File: src/rtl/clock_period_meter.sv
`default_nettype none
// ============================================================================
// Module      : clock_period_meter
// Description : Measures the period (rise to rise) and high phase (rise to
//               fall) of a slow asynchronous clock in system-clock cycles,
//               with lock tracking and a sticky stall flag.
// Revision    : 1.0 - initial release
// ============================================================================
module clock_period_meter #(
  parameter int          CNT_W   = 32,
  parameter int unsigned TIMEOUT = 100000000
) (
  input  logic             sysclk,
  input  logic             resetn,
  input  logic             clkin,
  output logic             rise_tick,
  output logic             fall_tick,
  output logic [CNT_W-1:0] period,
  output logic [CNT_W-1:0] high_time,
  output logic             valid,
  output logic             stalled
);

  localparam logic [CNT_W-1:0] CNT_MAX      = '1;
  localparam logic [CNT_W-1:0] TIMEOUT_LAST = CNT_W'(TIMEOUT - 1);

  typedef enum logic [1:0] {
    ST_IDLE   = 2'd0,
    ST_ARMED  = 2'd1,
    ST_LOCKED = 2'd2
  } state_t;

  state_t           state_q, state_d;
  logic             sync1_q, sync1_d;
  logic             sync2_q, sync2_d;
  logic             hist_q, hist_d;
  logic             rise_det_q, rise_det_d;
  logic             fall_det_q, fall_det_d;
  logic             rise_tick_q, rise_tick_d;
  logic             fall_tick_q, fall_tick_d;
  logic [CNT_W-1:0] cnt_q, cnt_d;
  logic [CNT_W-1:0] period_q, period_d;
  logic [CNT_W-1:0] high_time_q, high_time_d;
  logic             valid_q, valid_d;
  logic             stalled_q, stalled_d;

  logic [CNT_W-1:0] elapsed;
  logic             timeout_hit;

  // Synchronizer, history and two-stage edge pipeline: a new clkin level
  // yields a tick three sysclk edges after it is first sampled.
  always_comb begin
    sync1_d     = clkin;
    sync2_d     = sync1_q;
    hist_d      = sync2_q;
    rise_det_d  = sync2_q & ~hist_q;
    fall_det_d  = ~sync2_q & hist_q;
    rise_tick_d = rise_det_q;
    fall_tick_d = fall_det_q;
  end

  // Saturating elapsed time; the free counter restarts on every rise.
  always_comb begin
    elapsed     = (cnt_q == CNT_MAX) ? CNT_MAX : cnt_q + 1'b1;
    cnt_d       = rise_tick_q ? '0 : elapsed;
    timeout_hit = (cnt_q == TIMEOUT_LAST);
  end

  // Lock FSM next state and measurement updates; a rise always beats a
  // timeout, and a timeout beats a coincident fall (no latch on stall).
  always_comb begin
    state_d     = state_q;
    period_d    = period_q;
    high_time_d = high_time_q;
    valid_d     = valid_q;
    stalled_d   = stalled_q;
    case (state_q)
      ST_IDLE: begin
        if (rise_tick_q) begin
          state_d   = ST_ARMED;
          stalled_d = 1'b0;
        end
      end
      ST_ARMED: begin
        if (rise_tick_q) begin
          period_d = elapsed;
          valid_d  = 1'b1;
          state_d  = ST_LOCKED;
        end else if (timeout_hit) begin
          state_d   = ST_IDLE;
          valid_d   = 1'b0;
          stalled_d = 1'b1;
        end else if (fall_tick_q) begin
          high_time_d = elapsed;
        end
      end
      ST_LOCKED: begin
        if (rise_tick_q) begin
          period_d = elapsed;
        end else if (timeout_hit) begin
          state_d   = ST_IDLE;
          valid_d   = 1'b0;
          stalled_d = 1'b1;
        end else if (fall_tick_q) begin
          high_time_d = elapsed;
        end
      end
      default: state_d = ST_IDLE;
    endcase
  end

  // All state registers, cleared asynchronously while resetn is low.
  always_ff @(posedge sysclk or negedge resetn) begin
    if (!resetn) begin
      state_q     <= ST_IDLE;
      sync1_q     <= 1'b0;
      sync2_q     <= 1'b0;
      hist_q      <= 1'b0;
      rise_det_q  <= 1'b0;
      fall_det_q  <= 1'b0;
      rise_tick_q <= 1'b0;
      fall_tick_q <= 1'b0;
      cnt_q       <= '0;
      period_q    <= '0;
      high_time_q <= '0;
      valid_q     <= 1'b0;
      stalled_q   <= 1'b0;
    end else begin
      state_q     <= state_d;
      sync1_q     <= sync1_d;
      sync2_q     <= sync2_d;
      hist_q      <= hist_d;
      rise_det_q  <= rise_det_d;
      fall_det_q  <= fall_det_d;
      rise_tick_q <= rise_tick_d;
      fall_tick_q <= fall_tick_d;
      cnt_q       <= cnt_d;
      period_q    <= period_d;
      high_time_q <= high_time_d;
      valid_q     <= valid_d;
      stalled_q   <= stalled_d;
    end
  end

  assign rise_tick = rise_tick_q;
  assign fall_tick = fall_tick_q;
  assign period    = period_q;
  assign high_time = high_time_q;
  assign valid     = valid_q;
  assign stalled   = stalled_q;

endmodule
`default_nettype wire

File: config.mk
export PLATFORM = sky130hd
export DESIGN_NAME = clock_period_meter
export DESIGN_NICKNAME = d
export VERILOG_FILES = /design/src/rtl/clock_period_meter.sv
export SDC_FILE = /design/constraint.sdc
export NUM_CORES = 1
export LEC_CHECK = 0
export BUFFER_PORTS_ARGS = -buffer_cell sky130_fd_sc_hd__buf_2
export CORE_MARGIN = 2
export CORE_UTILIZATION = 51
export CTS_CLUSTER_SIZE = 25
export DETAILED_ROUTE_END_ITERATION = 10
export GPL_ROUTABILITY_DRIVEN = 0
export GPL_TIMING_DRIVEN = 0
export PLACE_DENSITY_LB_ADDON = 0.1
export SKIP_CTS_REPAIR_TIMING = 1
export SLEW_MARGIN = 5
export SYNTH_ARGS = -nofsm -noshare
export SYNTH_HDL_FRONTEND = slang
export SYNTH_SLANG_ARGS = --single-unit
File: constraint.sdc
create_clock -name sysclk -period 2.2 [get_ports sysclk]
set_input_delay 0.11 -clock sysclk [delete_from_list [all_inputs] [get_ports sysclk]]
set_output_delay 0.11 -clock sysclk [all_outputs]
set_load 0.01 [all_outputs]
==> run_results.csv <==
group,metric,value,unit
cells_and_area,fillers,786,
clock_tree,h-tree-depth,3,
yosys,yosys-top-cells-count,"dfrtp_1, o21ai_0, nor2_1",
setup_path,cp_top_family,"simple AND/OR/NAND/NOR gates",
yosys,synth_edf_count,0,
cells_and_area,drive_above_1_share,0.281,
yosys,ys_seq_elements,107,
placed_design,place_ws,-0.525,ns
worst_hold_path,hp-class,"in2async",
clock_tree,numCtsBuffers,9,
setup_path,critPathKind,"reg2reg",
yosys,synth_top_flop_cell,"dfrtp_1",
run_status,violations,"setup timing",
setup_path,slowest_stage,"or4_4",
route,ant_nets,0,
cells_and_area,diodes,0,
floorplan,fp.coreArea,9150,um2
route,drtPass1Iterations,4,
setup_path,cp.depth,5,
setup_path,reg2regPathDepth,5,
route,routedWlPerCell,17.5,um
global_route,antenna_found_initial,0,
clock_tree,cts.clk_slew.worst_paths,0.11,ns
route,vias_per_cell,5.77,
sta,rsz0062_at_grt,"yes",
yosys,synthTopCellsByArea,"dfrtp_1, o21ai_0, nor2_1, nand2_1, mux2i_1",
placed_design,dp_hpwl,8.04,mm
yosys,synthCells,469,
yosys,yosysMostFrequentCell,"dfrtp_1",
sta,fin_crit,2.29,ns
setup_path,setup.worst_path.start,"cnt_q[4]",
cells_and_area,postLayoutCellArea,5820,um2
route,drc,0,
placed_design,placed_area,5280,um2
power,powerDensity,749,nW/um2
yosys,yosysSeqAreaShare,0.562,
sta,slew_violations,0,
yosys,synth_top_area_frac,0.562,
global_route,grt_max_degree,57,
sta,min_period_over_period,1.04,
setup_path,cp.required,2.44,ns
yosys,avgSynthCellArea,10.2,um2
flow_run,drv_cap,0,
setup_path,start_kind,"register",
power,p_leak,2.78,nW
global_route,overflow,0,
floorplan,rows,35,
cells_and_area,final_nets,576,
setup_path,crit_chain,"nand4_1, or4_4, or4_4, a211oi_4, o21ai_1",
run_status,status,"finished, violations left",
sta,skew,0.0136,ns
sta,fin_ws,-0.0924,ns
global_route,grt_pass1_wl,18.7,mm
global_route,grt_util_all_layers,0.237,
yosys,synth_top_area_cell,"dfrtp_1",
setup_path,worst-path-buf-inv,0,
placed_design,portBuffers,70,
yosys,synth_cell_types,55,
setup_path,crit_path_max_fanout,7,
sta,worst_pin_slew,0.677,ns
cells_and_area,syn_to_final_growth,22.2,%
floorplan,initial_core_util,0.520,
floorplan,die_h,101,um
clock_tree,clk_latency,0.38,ns
route,routed_wl,12.0,mm
sta,setup-violations-final,7,
clock_tree,clockBufferDepth,2,
power,max-vdd-ir-drop,0.358,mV
clock_tree,cts_tree,"done",
setup_path,reg2reg_from,"cnt_q[4]",
route,drt_iter0_drc,201,
setup_path,critical_path.most_common_cell,"or4_4",
setup_path,slowest_delay,0.66,ns
cells_and_area,final_util,0.635,
placed_design,placed_cells,651,
route,num_vias,3948,
yosys,yosysWarnings,0,
sta,relSlewSlack,0.549,
global_route,grt_pass1_vias,3659,
floorplan,fp.dieArea,10100,um2
cells_and_area,fin_cells,684,
sta,hold_viol,0,
floorplan,fp.dieW,101,um
clock_tree,root_buffer,"clkbuf_8",
sta,max_freq,436,MHz
setup_path,crit_arrival,2.53,ns
yosys,synth_area,4760,um2
yosys,async_reset_ff_frac,1.00,
sta,finalSetupTns,-0.336,ns
setup_path,worstSetupEndpointType,"register",
clock_tree,cts_num_sinks,107,
yosys,syn_nets,477,
floorplan,io_pins,71,
cell families after synthesis:
kind of cell | share of synthesized area
buffers and inverters | 0.0439
muxes | 0.0192
AOI/OAI and AO/OA | 0.150
and+or+nand+nor | 0.186
xor gates and xnor gates | 0.0258
adders and majority gates | 0.0131
DFF | 0.562
final timing paths:
| check | endpoint | slack (ns) |
|---|---|---|
| setup / recovery | period[31] | -0.09 |
| hold / removal | fall_det_q | 0.30 |
| setup reg to reg | period[31] | -0.09 |
| hold reg to reg | rise_tick | 0.36 |
| max in group asynchronous | cnt_q[31] | 1.18 |
| min in group sysclk | rise_tick | 0.36 |
metal layers:
metal  vias to the layer above  track usage  wire length, um
met2                       122        0.372             5770
met5                         -            0                0
li1                       1844            -                -
met1                      1964        0.338             5390
met3                        18       0.0388              645
met4                         0       0.0748              179
report_power, final:
part           switching, mW  internal (mW)
sequential             0.128           2.14
clock                  0.741          0.444
combinational          0.553          0.345
total                   1.42           2.93
layout by cell type (no fill, tap or decap), types with 3 or more instances in the layout:
cell type / n
nand3_1: 10
dfrtp_2: 8
nor2b_1: 5
o21ai_0: 64
o31ai_1: 4
xnor2_1: 7
clkbuf_1: 12
and2_1: 5
buf_2: 70
buf_4: 21
xor2_1: 7
nand2_1: 45
and3_1: 5
a2bb2oi_1: 3
nor3_1: 7
inv_8: 3
mux2i_1: 6
inv_1: 8
clkbuf_8: 10
a31oi_1: 5
dfrtp_1: 99
nor4_1: 4
nor2_1: 47
nor4_2: 5
nand4_1: 8
buf_6: 8
ha_1: 4
o21ai_1: 24
a21o_1: 3
a21oi_1: 9
nor4_4: 6
or4_4: 3
per-stage QoR:
step | power [mW] | hold slack, ns
2_1_floorplan | 2.81 | -0.186
3_3_place_gp | 3.11 | 0.217
3_5_place_dp | 3.17 | 0.189
4_1_cts | 4.33 | -0.225
5_1_grt | 4.58 | 0.352
6_report | 4.35 | 0.299
registers in the layout, indices dropped and copies added, names as in the netlist:
name and flops:
state_q 2, fall_det_q 1, rise_det_q 1, hist_q 1
cnt_q 32, sync1_q 1, valid 1, fall_tick 1
period 32, high_time 32, stalled 1, rise_tick 1
hist_d 1
area by class of cell:
class,count,area [um2],area share
clock inverters,7,67.6,0.0116
well taps,111,139,0.0239
plain buffers,27,180,0.0310
repair buffers,92,547,0.0940
flip-flops and latches,107,2690,0.462
inverters,8,30.0,0.00516
multi-input cells,323,2040,0.351
clock buffers,9,124,0.0213
Power figures use the tool's default switching activity.
